$ cat src/rtl/writeback_handler_pkg.sv
// writeback_handler_pkg: shared writeback-source selector and FSM encodings
package writeback_handler_pkg;
  typedef enum logic [1:0] {SEL_PC = 2'b00, SEL_CALL = 2'b01, SEL_ALU = 2'b10, SEL_LOAD = 2'b11} sel_e;
  typedef enum logic {IDLE = 1'b0, WAIT_MEM = 1'b1} state_e;
endpackage

$ cat src/rtl/writeback_handler.sv
// writeback_handler: WB stage that selects the writeback source, waits for loads with a timeout,
// and drives the register-file write port and forwarding source.
module writeback_handler
  import writeback_handler_pkg::*;
#(
  parameter int DATA_W   = 32,
  parameter int MAX_WAIT = 16
) (
  input  logic              clk,
  input  logic              reset,
  input  logic              in_valid,
  input  logic [1:0]        out_sel,
  input  logic [DATA_W-1:0] pc,
  input  logic [DATA_W-1:0] alu_out,
  input  logic [DATA_W-1:0] mem_rdata,
  input  logic              mem_ready,
  input  logic [4:0]        rd,
  input  logic              rf_le,
  input  logic              flush,
  output logic              rf_we,
  output logic [4:0]        rf_waddr,
  output logic [DATA_W-1:0] rf_wdata,
  output logic              stall_req,
  output logic              fwd_valid,
  output logic [4:0]        fwd_rd,
  output logic [DATA_W-1:0] fwd_data,
  output logic              mem_err
);
  localparam int CW = MAX_WAIT > 2 ? $clog2(MAX_WAIT) : 1;
  state_e state, state_nxt;
  logic [CW-1:0] cnt;
  logic wb_le, pend_le;
  logic [4:0] pend_rd;
  logic [DATA_W-1:0] src;
  logic load_miss, accept, load_done, timeout;
  always_comb begin
    case (out_sel)
      SEL_PC, SEL_CALL: src = pc;
      SEL_ALU:          src = alu_out;
      default:          src = mem_rdata;
    endcase
  end
  assign load_miss = in_valid && out_sel == SEL_LOAD && !mem_ready;
  assign accept    = state == IDLE && in_valid && !flush && !load_miss;
  assign load_done = state == WAIT_MEM && mem_ready && !flush;
  assign timeout   = state == WAIT_MEM && !mem_ready && !flush && cnt == CW'(MAX_WAIT - 1);
  always_ff @(posedge clk) begin
    if (reset) state <= IDLE;
    else state <= state_nxt;
  end
  always_comb begin
    state_nxt = flush ? IDLE : state == IDLE ? (load_miss ? WAIT_MEM : IDLE) : (mem_ready || timeout) ? IDLE : WAIT_MEM;
  end
  always_comb begin
    stall_req = !reset && !flush && (state == IDLE ? load_miss : !mem_ready);
  end
  // pending rd/rf_le are sampled every IDLE cycle so they hold the load's values on entry to WAIT_MEM
  always_ff @(posedge clk) begin
    if (reset) begin
      cnt      <= '0;
      wb_le    <= 1'b0;
      pend_le  <= 1'b0;
      pend_rd  <= '0;
      rf_waddr <= '0;
      rf_wdata <= '0;
      mem_err  <= 1'b0;
    end else begin
      wb_le   <= (accept && rf_le) || (load_done && pend_le);
      mem_err <= timeout;
      if (accept) begin
        rf_waddr <= rd;
        rf_wdata <= src;
      end else if (load_done) begin
        rf_waddr <= pend_rd;
        rf_wdata <= mem_rdata;
      end
      if (state == IDLE) begin
        cnt     <= '0;
        pend_rd <= rd;
        pend_le <= rf_le;
      end else begin
        cnt <= cnt + 1'b1;
      end
    end
  end
  assign rf_we     = wb_le && rf_waddr != 5'd0;
  assign fwd_valid = rf_we;
  assign fwd_rd    = rf_waddr;
  assign fwd_data  = rf_wdata;
endmodule

$ cat config.mk
export PLATFORM = sky130hd
export DESIGN_NAME = writeback_handler
export DESIGN_NICKNAME = d
export VERILOG_FILES = /design/src/rtl/writeback_handler_pkg.sv /design/src/rtl/writeback_handler.sv
export SDC_FILE = /design/constraint.sdc
export NUM_CORES = 1
export LEC_CHECK = 0
export ABC_AREA = 1
export BUFFER_PORTS_ARGS = -buffer_cell sky130_fd_sc_hd__buf_2
export CAP_MARGIN = 5
export CORE_UTILIZATION = 45
export DETAILED_ROUTE_END_ITERATION = 12
export GPL_ROUTABILITY_DRIVEN = 0
export HOLD_SLACK_MARGIN = 0.15
export PLACE_DENSITY_LB_ADDON = 0.2
export SLEW_MARGIN = 20
export SYNTH_ARGS = -nofsm -noshare
export SYNTH_HDL_FRONTEND = slang
export SYNTH_SLANG_ARGS = --single-unit
$ cat constraint.sdc
create_clock -name clk -period 1.45 [get_ports clk]
set_input_delay 0.29 -clock clk [delete_from_list [all_inputs] [get_ports clk]]
set_output_delay 0.29 -clock clk [all_outputs]
set_load 0.02 [all_outputs]
==> run summary <==
The run finished, with violations left. The final reports fail on negative setup slack. The number of distinct standard cells referenced by the synthesized netlist is 22. The synthesized area per cell is 6.08 um2. At the pin with the least slew margin, the transition time is 0.337 ns. The post-DP HPWL came out at 6700 um. The clock period minus worst slack is 1.46 ns. The summed area of non-filler cells in the final layout came out at 4220 um2. The violation count after the first detailed-route iteration is 135. For this run, the slowest stage of the critical path takes 0.38 ns. The number of nets in the finished design came out at 787. The filler cells instantiated in the layout total 730. Measured along the x axis, the die boundary spans 87.3 um. The count of non-filler cells in the finished layout came out at 774. The share of the synthesized area in the top cell type is 0.306. Power spread over the standard cell area amounts to 840 nW/um2. The area after detailed placement is 4020 um2. The final worst clock skew is 0.0115 ns.

The first TritonRoute pass finished after 4 iterations. Summing all multi-input logic gate instances after layout gives 1760 um2. In the global route stage, overall resource usage came out at 0.234. The number of routed nets with antenna violations came out at 0. The final routed DRC violation total is 0. TritonCTS built the clock tree. The insertion delay to the later sink of the worst-skew pair is 0.30 ns. The count of vias placed by the detailed router came out at 3811.

Across all setup checks in the final design, the least slack found is -0.00677 ns. The largest net degree at the start of global routing came out at 51. The switching fraction of total power is 0.328.

The maximum frequency from static timing analysis is 686 MHz. The number of instances in the placed design came out at 763. The sequential-to-total area share from yosys stat came out at 0.306.

Of the cells placed in the final design, the portion with a size suffix greater than 1 is 0.344. The path type of the worst min-delay path is in -> reg. The relative slew slack came out at 0.775.

Ranked by instance count, the synthesized netlist is headed by 174 x nand2_1, 93 x nor2_1, 70 x nand3_1, 50 x dfxtp_1, 47 x buf_4. The slowest stage of the critical path is the dfxtp_2 cell. The fraction of registers with async set or reset after synthesis came out at 0.

The die area is 7610 um2. The worst slack on hold paths is 0.242 ns. The total design power came out at 3550 uW. Setup violations remaining at the end of the flow were counted as 1. The pre-CTS setup slack is 0.0610 ns. Hold repair after CTS inserted 0 buffers.

The register bit count reported by yosys came out at 50. Of the total power, the clock network draws 0.286. The clock passes through at most 2 buffers. Across the whole layout, storage elements account for 1000 um2.

The wire length of the first global-routing pass came out at 14300 um. CTS built an H-tree with a depth of 2. After clock tree synthesis, the clock-pin slew on the worst setup and hold paths is 0.10 ns. The internal power summed over all cells came out at 2380 uW. The core area is 6910 um2. The final worst-path cycle share is 1.00. The number of antenna violations at the first check in global routing came out at 0. The wire length per cell after detailed routing came out at 12.4 um.

The arrival time at the worst endpoint came out at 1.17 ns. By area the synthesized netlist is led by dfxtp_1 31%, nand2_1 20%, buf_4 11%, nand3_1 11%, nor2_1 11%. The number of buffers and inverters on the critical path is 2. The number of port buffers came out at 186. The count of boundary I/O pins came out at 187. The maximum fanout encountered on the critical timing path is 6. The worst supply voltage drop on vdd is 0.554 mV. The final count of hold timing violations came to 0. The sequential share of power is 0.429. The number of clock sinks is 50. The via count of the first global-routing pass came out at 3146. The kind of end point of the critical path is a primary output.

The floorplan die height came out at 87.3 um. Counting every instance in the synthesized netlist gives 538. The number of enable-type register cells in the synthesized netlist came out at 0. STA classifies the critical path startpoint as a flop. For this design the static power due to leakage is 0.00248 uW. 0 antenna diodes ended up in the layout. The number of warnings printed during yosys synthesis came out at 0.

The overall overflow remaining after global route came out at 0. The top cell family by delay on the critical path is flip-flops. The relative area change from synthesis to final layout came out at 29.0%. The synthesized net count is 648. The share of total power dissipated in combinational logic is 0.284. The critical path is of the reg -> out type. Summed over all instances, the cell type with the most area after synthesis is dfxtp_1. The final max-slew violation count is 0. The master cell of the clock root buffer is clkbuf_8.

At the worst endpoint, the required time is 1.16 ns. The initial utilization of the core area, before any placement, comes to 0.474. The net switching power figure is 1160 uW. The synthesized netlist occupies a cell area of 3270 um2. Setup repair after global routing could not meet its margin everywhere. The total clock buffers created by CTS came out at 5. The number of maximum-capacitance violations is 0.

nand2_1 is the most common cell in the netlist. After detailed routing, the number of vias per cell comes to 4.92. Wires add up to 9570 um.

The signal on the critical path passes through clkinv_4, nor2_4, nor2_2, nor2_1, buf_4. The floorplan has 30 rows. The leading register cell type out of synthesis is dfxtp_1.
## registers in the layout, summed over array words and instances, names as in the netlist
register and flops:
fwd_rd 5, fwd_data 32, cnt 4, pend_rd 5
wb_le 1, pend_le 1, state 1, mem_err 1
## cells in the final DEF (no fill, tap or decap), drive strengths merged
| master | n |
|---|---|
| a21oi | 38 |
| buf | 204 |
| bufinv | 1 |
| clkbuf | 6 |
| clkinv | 2 |
| dfxtp | 50 |
| ha | 1 |
| inv | 14 |
| nand2 | 178 |
| nand3 | 71 |
| nor2 | 95 |
| nor3 | 1 |
| o21ai | 15 |
| o21bai | 1 |
| or2 | 1 |
## worst reg2reg max path, cell delays in order, from the launching register on
cell,delay [ns]
dfxtp_2,0.38
clkinv_4,0.10
nor2_4,0.12
nand2_2,0.10
buf_12,0.19
nand3_1,0.12
nand2_1,0.05
nor2_1,0.12
nor2_1,0.06
## power groups by stage
stage / sequential, uW / clock [uW] / combinational (uW)
floorplan: 1630 / 0 / 602
global placement: 1550 / 0 / 970
detailed placement: 1550 / 0 / 988
CTS: 1520 / 1030 / 993
global route: 1530 / 1080 / 1120
finish: 1520 / 1010 / 1010
## repair_timing
action,4_1_cts,5_1_grt
setup buffers,1,1
setup endpoints to repair,3,9
pin swaps,0,1
cloned,0,1
hold endpoints to repair,0,0
gates resized for setup,4,11
## cells by family after synthesis
family	Yosys count	share of synthesized area
simple gates	346	0.439
flops	50	0.306
fa+ha+maj	1	0.00382
compound gates	54	0.0834
buf+inv	87	0.168
## metrics by stage
| stage | setup TNS, ns | utilization |
|---|---|---|
| final | -0.00677 | 0.611 |
| after floorplan | 0 | - |
| after CTS | 0 | 0.601 |
| after global routing | -0.223 | 0.611 |
| after detailed placement | 0 | 0.582 |
| after global placement | 0 | 0.582 |
## final cells by class
| class | count | area share |
|---|---|---|
| multi-input cells | 401 | 0.416 |
| clock buffers | 5 | 0.0163 |
| inverters | 14 | 0.0136 |
| clock inverters | 3 | 0.0104 |
| flip-flops and latches | 50 | 0.238 |
| well taps | 96 | 0.0285 |
| repair buffers | 205 | 0.277 |
## metal layers
metal / track usage / wire [um] / vias to the layer above
met2: 0.435 / 4860 / 140
met5: 0 / 0 / -
li1: - / - / 1944
met3: 0.0436 / 573 / 7
met1: 0.282 / 4080 / 1720
met4: 0.0402 / 61 / 0
## path summary, 6_finish.rpt
check | start | endpoint | slack, ns | cells after the start
worst max register to register | state$_SDFF_PN0_ | fwd_data[6]$_SDFFE_PP0P_ | 0.10 | 8
worst min register to register | cnt[0]$_SDFF_PP0_ | cnt[0]$_SDFF_PP0_ | 0.47 | 1
worst max-delay path | state$_SDFF_PN0_ | stall_req | -0.007 | 5
worst min-delay path | rd[2] | pend_rd[2]$_SDFFE_PP0N_ | 0.24 | 3
(Power assumes the default switching activity.)
